## src/rtl/exec_sequencer.sv

```systemverilog
// Multi-cycle instruction sequencer: fetches 16-bit instructions, drives an external
// registered ALU and a data memory port, and owns the 16-entry register file.
`ifndef DATA_BUS_WIDTH
`define DATA_BUS_WIDTH 16
`endif
`ifndef INSTR_ADD
`define INSTR_ADD   4'h0
`define INSTR_SUB   4'h1
`define INSTR_AND   4'h2
`define INSTR_OR    4'h3
`define INSTR_XOR   4'h4
`define INSTR_ADDI  4'h5
`define INSTR_BEQ   4'h6
`define INSTR_BNE   4'h7
`define INSTR_LOAD  4'h8
`define INSTR_STORE 4'h9
`define INSTR_HALT  4'hF
`endif

module exec_sequencer #(
    parameter int unsigned DATA_W = `DATA_BUS_WIDTH,
    parameter int unsigned ADDR_W = 8
) (
    input  logic              clk,
    input  logic              rst_n,
    output logic              imem_req,
    output logic [ADDR_W-1:0] imem_addr,
    input  logic [15:0]       imem_rdata,
    input  logic              imem_valid,
    output logic              dmem_req,
    output logic              dmem_we,
    output logic [ADDR_W-1:0] dmem_addr,
    output logic [DATA_W-1:0] dmem_wdata,
    input  logic [DATA_W-1:0] dmem_rdata,
    input  logic              dmem_ack,
    output logic [DATA_W-1:0] alu_a,
    output logic [DATA_W-1:0] alu_b,
    output logic [3:0]        alu_ctrl,
    input  logic [DATA_W-1:0] alu_result,
    output logic [ADDR_W-1:0] pc,
    output logic              halted,
    output logic              illegal_op
);
    localparam int unsigned NREG = 16;

    typedef enum logic [2:0] {FETCH, DECODE, EXEC, WB, MEM, HALT} state_t;

    state_t            state, state_d;
    logic [15:0]       ir;
    logic [DATA_W-1:0] rf [NREG];
    logic              imem_req_d, dmem_req_d, dmem_we_d, halted_d, illegal_d;
    logic              fetch_done, mem_done;
    logic [3:0]        op, rd, rs, rt;
    logic [ADDR_W-1:0] br_off;

    function automatic logic op_legal(input logic [3:0] o);
        case (o)
            `INSTR_ADD, `INSTR_SUB, `INSTR_AND, `INSTR_OR, `INSTR_XOR, `INSTR_ADDI,
            `INSTR_BEQ, `INSTR_BNE, `INSTR_LOAD, `INSTR_STORE, `INSTR_HALT: op_legal = 1'b1;
            default: op_legal = 1'b0;
        endcase
    endfunction

    function automatic logic is_alu_op(input logic [3:0] o);
        is_alu_op = (o == `INSTR_ADD) || (o == `INSTR_SUB) || (o == `INSTR_AND) ||
                    (o == `INSTR_OR)  || (o == `INSTR_XOR) || (o == `INSTR_ADDI);
    endfunction

    function automatic logic is_branch(input logic [3:0] o);
        is_branch = (o == `INSTR_BEQ) || (o == `INSTR_BNE);
    endfunction

    function automatic logic is_mem_op(input logic [3:0] o);
        is_mem_op = (o == `INSTR_LOAD) || (o == `INSTR_STORE);
    endfunction

    assign op         = ir[15:12];
    assign rd         = ir[11:8];
    assign rs         = ir[7:4];
    assign rt         = ir[3:0];
    assign br_off     = {{(ADDR_W-4){rt[3]}}, rt};
    assign imem_addr  = pc;
    // ALU output is registered and its operands are held through MEM, so it is stable here
    assign dmem_addr  = alu_result[ADDR_W-1:0];
    assign fetch_done = (state == FETCH) && imem_req && imem_valid;
    assign mem_done   = (state == MEM) && dmem_req && dmem_ack;

    // State and handshake/status outputs
    always_ff @(posedge clk or negedge rst_n) begin
        if (!rst_n) begin
            state      <= FETCH;
            imem_req   <= 1'b0;
            dmem_req   <= 1'b0;
            dmem_we    <= 1'b0;
            halted     <= 1'b0;
            illegal_op <= 1'b0;
        end else begin
            state      <= state_d;
            imem_req   <= imem_req_d;
            dmem_req   <= dmem_req_d;
            dmem_we    <= dmem_we_d;
            halted     <= halted_d;
            illegal_op <= illegal_d;
        end
    end

    // Next state; outputs are computed one edge ahead so they are valid on state entry
    always_comb begin
        state_d    = state;
        imem_req_d = 1'b0;
        dmem_req_d = 1'b0;
        dmem_we_d  = dmem_we;
        halted_d   = 1'b0;
        illegal_d  = 1'b0;
        case (state)
            FETCH: begin
                imem_req_d = 1'b1;
                if (fetch_done) begin
                    imem_req_d = 1'b0;
                    illegal_d  = !op_legal(imem_rdata[15:12]);
                    state_d    = DECODE;
                end
            end
            DECODE: begin
                if (op == `INSTR_HALT) begin
                    halted_d = 1'b1;
                    state_d  = HALT;
                end else if (!op_legal(op)) begin
                    imem_req_d = 1'b1;
                    state_d    = FETCH;
                end else begin
                    state_d = EXEC;
                end
            end
            EXEC: begin
                if (is_mem_op(op)) begin
                    dmem_req_d = 1'b1;
                    dmem_we_d  = (op == `INSTR_STORE);
                    state_d    = MEM;
                end else begin
                    state_d = WB;
                end
            end
            WB: begin
                imem_req_d = 1'b1;
                state_d    = FETCH;
            end
            MEM: begin
                dmem_req_d = 1'b1;
                if (mem_done) begin
                    dmem_req_d = 1'b0;
                    dmem_we_d  = 1'b0;
                    imem_req_d = 1'b1;
                    state_d    = FETCH;
                end
            end
            HALT:    halted_d = 1'b1;
            default: state_d  = FETCH;
        endcase
    end

    // Datapath: IR, PC, operand registers, store data and register file
    always_ff @(posedge clk or negedge rst_n) begin
        if (!rst_n) begin
            ir         <= '0;
            pc         <= '0;
            alu_a      <= '0;
            alu_b      <= '0;
            alu_ctrl   <= '0;
            dmem_wdata <= '0;
            rf         <= '{default: '0};
        end else begin
            if (fetch_done) begin
                ir <= imem_rdata;
                pc <= pc + ADDR_W'(1);
            end
            if (state == DECODE && op_legal(op) && op != `INSTR_HALT) begin
                alu_ctrl <= is_mem_op(op) ? `INSTR_ADD : op;
                alu_a    <= is_branch(op) ? rf[rd] : rf[rs];
                if (is_branch(op))
                    alu_b <= rf[rs];
                else if (op == `INSTR_ADDI || is_mem_op(op))
                    alu_b <= DATA_W'(rt);
                else
                    alu_b <= rf[rt];
            end
            if (state == EXEC)
                dmem_wdata <= rf[rd];
            if (state == WB) begin
                if (is_alu_op(op) && rd != 4'd0)
                    rf[rd] <= alu_result;
                if (is_branch(op) && alu_result[0])
                    pc <= pc + br_off;
            end
            if (mem_done && op == `INSTR_LOAD && rd != 4'd0)
                rf[rd] <= dmem_rdata;
        end
    end
endmodule

```

## config.mk

```make
export PLATFORM = sky130hd
export DESIGN_NAME = exec_sequencer
export DESIGN_NICKNAME = d
export VERILOG_FILES = /design/src/rtl/exec_sequencer.sv
export SDC_FILE = /design/constraint.sdc
export NUM_CORES = 1
export LEC_CHECK = 0
export ABC_AREA = 0
export CORE_ASPECT_RATIO = 0.6
export CORE_MARGIN = 3
export CORE_UTILIZATION = 45
export DETAILED_ROUTE_END_ITERATION = 16
export PLACE_DENSITY = 0.62
export SLEW_MARGIN = 20
export SYNTH_ARGS = -nofsm -noshare
export SYNTH_HDL_FRONTEND = slang
export SYNTH_SLANG_ARGS = --single-unit
```

## constraint.sdc

```tcl
create_clock -name clk -period 3.4 [get_ports clk]
set_input_delay 0.68 -clock clk [delete_from_list [all_inputs] [get_ports clk]]
set_output_delay 0.68 -clock clk [all_outputs]
set_load 0.02 [all_outputs]
```

# Yosys cells after proc, flatten, opt, wreduce, memory -nomap -nowiden
# Memories as Yosys holds them, arrays and structs flattened.
# Cells that the tools add are included.
[word_totals]
memories = 3
input_bits = 52
elab_cells = 134
output_inout_bits = 81
rom_bits = 48
ff_bits = 340
[classes]
add_sub_neg = 2
eq_ne = 19
reduce_logical = 26
bitwise = 4
n_mux = 48
order_cmp = 4
[mem_list]
columns = ["name", "words", "width", "rd", "rd_ports_with_merged_regs", "wr", "line_no", "text"]
rows = [
  ["(no name shown)", 16, 1, 1, 0, 0, "57", "case (o)"],
  ["(no name shown)", 16, 1, 1, 0, 0, "57", ""],
  ["(no name shown)", 16, 1, 1, 0, 0, "57", ""],
]
[op_table]
columns = ["operator", "count"]
rows = [
  ["$mux 256", 3],
  ["$bwmux 256", 2],
  ["$bmux 16 s4", 3],
  ["$mux 16", 10],
  ["$demux 16 s4", 1],
  ["$mux 8", 3],
  ["$eq 4x3->1 const B", 4],
  ["$ge 5x5->1 const B", 3],
  ["$mux 1", 15],
  ["$not 4->5", 3],
  ["$pmux 3 s5", 1],
  ["$eq 4x4->1 const B", 3],
  ["$mux 3", 4],
  ["$logic_and 1x1->1", 11],
  ["$add 8x1->8 const B", 1],
  ["$add 8x8->8", 1],
  ["$eq 4x2->1 const B", 2],
  ["$logic_or 1x1->1", 8],
  ["$eq 3x2->1 const B", 2],
  ["$eq 3x3->1 const B", 2],
  ["$ne 2x2->1 const B", 3],
  ["$pmux 1 s2", 3],
  ["$reduce_and 3->1", 2],
  ["$lt 5x1->1 const B", 1],
  ["other kinds (12)", 12],
]

# Longest topological paths before layout
# Gate-level depths: netlist (run 1).
[depth]
word_depth = 11
ltp_mapped = 9
depth_no_buf = 9

# Worst setup path before layout (run 1)
# No wires, ideal clock.
[synth_timing]
path_kind = "register to register"
from = "register ir[0]"
to = "register alu_b[5]"
required_time_ns = 3.274
path_buffers = 2
period_less_slack_ns = 2.266
stages_incl_launch_ff = 7
setup_slack_ns = 1.134
arrival_time_ns = 2.140
setup_ns = 0.126
cell_sequence = "dfrtp_1 -> buf_2 -> buf_2 -> mux4_2 -> mux4_2 -> nor2b_1 -> a221o_1"
[synth_via]
elab_chain_len = 6
[synth_lines]
columns = ["element", "line_no", "text"]
rows = [
  ["from (decl)", "49", "logic [15:0] ir;"],
  ["from (signal assigned)", "174", "ir <= imem_rdata;"],
  ["$not 4->5 (not written as such)", "185", "alu_b <= rf[rt];"],
  ["$bmux 16 s4", "185", ""],
  ["$mux 16 (not written as such) (2 in a row)", "185", ""],
  ["$mux 16", "182", "else if (op == `INSTR_ADDI || is_mem_op(op))"],
  ["$mux 16", "180", "if (is_branch(op))"],
  ["to (signal assigned)", "181", "alu_b <= rf[rs];"],
  ["to (signal assigned)", "183", "alu_b <= DATA_W'(rt);"],
  ["to (signal assigned)", "185", ""],
  ["to (decl)", "37", "output logic [DATA_W-1:0] alu_b,"],
]
# No other way between the ends. The select of a mux whose other input is x is not followed.
# A chain may end at the register's enable or synchronous reset.

# Final worst setup path (run 1)
[layout_timing]
from = "register ir[8]"
to = "register dmem_wdata[11]"
[layout_via]
elab_chain_len = 4
[layout_lines]
columns = ["element", "line_no", "text"]
rows = [
  ["$not 4->5 (not written as such)", "188", "dmem_wdata <= rf[rd];"],
  ["$bmux 16 s4", "188", ""],
  ["$mux 16 (not written as such) (2 in a row)", "188", ""],
  ["to (signal assigned)", "188", ""],
  ["to (decl)", "33", "output logic [DATA_W-1:0] dmem_wdata,"],
]
# No other way between the ends. The select of a mux whose other input is x is not followed.

==> flow_metrics.py, run 1 <==
metrics = {
    "critical_path": {
        "crit_end": "dmem_wdata[11]",
        "required_ns": 3.78,
        "critical_path_depth": 6,
        "arrival_ns": 3.40,
        "crit_start": "ir[8]",
        "crit_top_cell": "buf_4",
        "cp-end-kind": "flop",
        "r2r-end": "dmem_wdata[11]",
        "crit_fanout": 28,
        "r2r_slack_ns": 0.38,
        "path_delay_family": "compound AO/OA/AOI/OAI gates",
        "slowest_stage": "dfrtp_4",
        "crit_path_start_kind": "flop",
        "crit_buf_inv": 2,
        "worstReg2RegStart": "ir[8]",
        "slowest_delay_ns": 0.83,
        "reg2regPathDepth": 6,
        "path_cells": "buf_4, mux4_2, a22o_1, a221oi_1, buf_4, o21ai_0",
        "critical_path_class": "reg2reg",
    },
    "yosys": {
        "ys_ff_latch": 340,
        "yosys_warnings": 0,
        "syn-num-nets": 1960,
        "synth_edf_count": 0,
        "synth_cell_types": 54,
        "syn_area_um2": 21200,
        "syn_inst": 1899,
        "syn_avg_cell_area_um2": 11.2,
        "async_flop_share": 1.00,
        "synthFlopType": "dfrtp_1",
        "seq_area_frac_synth": 0.401,
    },
    "pwr": {
        "pwr-share-seq": 0.491,
        "p_per_area_nw_per_um2": 362,
        "power_mw": 8.91,
        "peakVddDrop_mv": 0.281,
        "p_leak_nw": 10.6,
        "switching_power_mw": 2.21,
        "p_int_mw": 6.70,
        "switching_share": 0.248,
        "p_clk_frac": 0.437,
        "comb_power_share": 0.072,
    },
    "timing": {
        "fin_ws_ns": 0.379,
        "fin_worst_skew_ns": 0.0256,
        "rsz0062_at_grt": "no",
        "hold_violations": 0,
        "layout_min_cycle_time_ns": 3.02,
        "tns_ns": 0,
        "worst_slew_pin_slew_ns": 0.928,
        "min_period_over_period": 0.889,
        "setup_viol": 0,
        "slew_viol_final": 0,
        "max-slew-margin-rel": 0.380,
        "max_freq_mhz": 331,
    },
    "clock_network": {
        "clkLatencyLatePin_ns": 0.55,
        "postCtsSetupBuffers": 0,
        "cts_hold_buf": 0,
        "ctsResizeCount": 0,
        "cts_tree": "yes",
        "h-tree-depth": 2,
        "cts_buffers": 35,
        "clockBufferDepth": 3,
        "cts.clk_slew.worst_paths_ns": 0.06,
        "cts_root_buffer": "clkbuf_16",
        "clock_sinks": 340,
    },
    "drt": {
        "drtIter0Drc": 2292,
        "ant_nets": 0,
        "drc": 0,
        "vias": 17000,
        "wl_per_cell_um": 29.5,
        "first_pass_iters": 5,
        "routed_wl_um": 77200,
        "via_per_inst": 6.48,
    },
    "placement": {
        "place_congestion": 0.942,
        "numPortBuffers": 132,
        "dp.cells": 2554,
        "place_ws_ns": 0.381,
        "dp_hpwl_um": 53600,
    },
    "final_layout": {
        "drive_above_1_share": 0.216,
        "final_util": 0.538,
        "area.growth.synth_to_final_pct": 15.9,
        "seqCellArea_um2": 8520,
        "fin_nets": 2032,
        "multi_input_area_um2": 11800,
        "n_fill_cell": 3860,
        "stdcell_count": 2615,
    },
    "floorplanning": {
        "coreArea_um2": 45700,
        "ioPinCount": 133,
        "start_util": 0.464,
        "die_y_um": 174,
        "row_count": 60,
        "die_w_um": 286,
        "die_area_um2": 49900,
    },
    "run": {
        "cap_viol_max_count": 0,
    },
    "grt": {
        "grt_max_degree": 87,
        "antenna_found_initial": 4,
        "grt_pass1_wl_um": 114000,
        "grt.overflow.total": 0,
        "grt_pass1_vias": 16400,
        "grtUsageTotal": 0.311,
    },
    "run_status": {
        "status": "finished clean",
    },
    "hold_path": {
        "min_path_type": "in2async",
    },
}
==> per-layer routing <==
layer,share of wire,wire [µm],global-route usage,up-vias
met5,0.00044,34,0,-
met4,0.028,2140,0.0837,6
met3,0.16,12400,0.152,143
met2,0.40,30500,0.411,1091
met1,0.42,32100,0.449,8515
li1,-,-,-,7199
==> registers in the layout (all words and copies together) (netlist names), 3 cells and up <==
name	cells
rf	256
alu_a	16
alu_b	16
dmem_wdata	16
ir	16
imem_addr	8
alu_ctrl	4
state	3
==> power by group through the flow <==
stage	sequential (mW)	clock (mW)	combinational, mW
final	4.38	3.89	0.645
after CTS	4.36	3.95	0.642
after global placement	4.42	0	0.626
after global routing	4.38	4.13	0.700
after detailed placement	4.43	0	0.641
after floorplan	4.36	0	0.348
==> layout make-up <==
type	count	share of cell area
multi-input combinational	1338	0.478
sequential	340	0.346
timing repair buffer	252	0.0981
clock buffer	48	0.0404
tap	620	0.0315
clock inverter	12	0.00488
inverter	4	0.000610
antenna	1	0.000102
==> synthesized netlist by cell type (all sizes together) (2+ instances only) <==
library cell  number  area (µm²)
mux2              15         169
inv                3        11.3
nor2b             23         144
o211ai            16         120
xnor2              9        78.8
ha                 8         100
a21oi             14        70.1
a211oi            10        75.1
nand2            340        1300
a221oi            16         140
mux4             202        4550
nor4               2        27.5
a22oi             33         248
nand2b             5        31.3
clkbuf           113         429
and2               5        31.3
buf              104         576
a31oi              5        31.3
a22o              17         149
o21ai            272        1360
nand3b             4        30.0
xor2               3        26.3
nand4              3        18.8
dfrtp            340        8510
a221o             13         130
nor3               6        45.0
mux2i            240        2400
o22ai              4        25.0
nand3             12        75.1
nor2              42         158
a21o               2        15.0
a211o              2        17.5
and3               4        25.0
==> how the worst min path moves through the flow <==
stage / end / slack [ns]
floorplan: alu_a[0] / 0.38
global placement: rf[254] / 0.40
detailed placement: rf[241] / 0.40
CTS: halted / 0.18
global route: dmem_req / 0.20
finish: halted / 0.14
==> cell usage in the layout (no fill, tap or decap), types with 4 or more instances in the layout <==
| master | n |
|---|---|
| dfrtp_1 | 334 |
| nand2_1 | 331 |
| o21ai_0 | 267 |
| mux2i_1 | 240 |
| mux4_2 | 202 |
| clkdlybuf4s50_1 | 131 |
| buf_4 | 105 |
| clkbuf_16 | 35 |
| a22oi_1 | 33 |
| nor2_1 | 29 |
| nor2b_1 | 21 |
| a22o_1 | 17 |
| a221oi_1 | 16 |
| o211ai_1 | 16 |
| mux2_2 | 15 |
| buf_12 | 15 |
| a21oi_1 | 14 |
| nor2_2 | 13 |
| a221o_1 | 13 |
| a211oi_1 | 10 |
| nand3_1 | 9 |
| nand2_2 | 9 |
| xnor2_1 | 9 |
| ha_1 | 8 |
| clkinv_2 | 7 |
| clkbuf_8 | 7 |
| clkbuf_1 | 6 |
| nand2b_1 | 5 |
| o21ai_1 | 5 |
| a31oi_1 | 5 |
| and2_1 | 5 |
| nand3b_1 | 4 |
| and3_1 | 4 |
| o22ai_1 | 4 |
==> logic make-up (layout without fill, tap and decap cells) <==
logic type,count (synthesis),in the layout,synth area share
multiplexers,457,457,0.335
XOR/XNOR,12,12,0.00495
AND/OR/NAND/NOR,451,451,0.0908
buffers and inverters,221,316,0.0480
adder cells (fa/ha/maj),9,9,0.00566
flip-flops,340,340,0.401
other,0,1,0
AO/OA/AOI/OAI,409,409,0.114
==> per-stage QoR <==
step	cell area, µm²	hold slack (ns)
detailed placement	23500	0.404
global placement	23500	0.401
finish	24600	0.136
global route	24600	0.200
CTS	24600	0.176
floorplan	21200	0.384
No activity file was read; power rests on OpenSTA's default activity.
==> inputs of run 2 (changes only) <==
- SLEW_MARGIN: 20 -> not set
==> results of run 2 <==
Same layout as run 1: the final DEF is identical, and so are final timing and power.
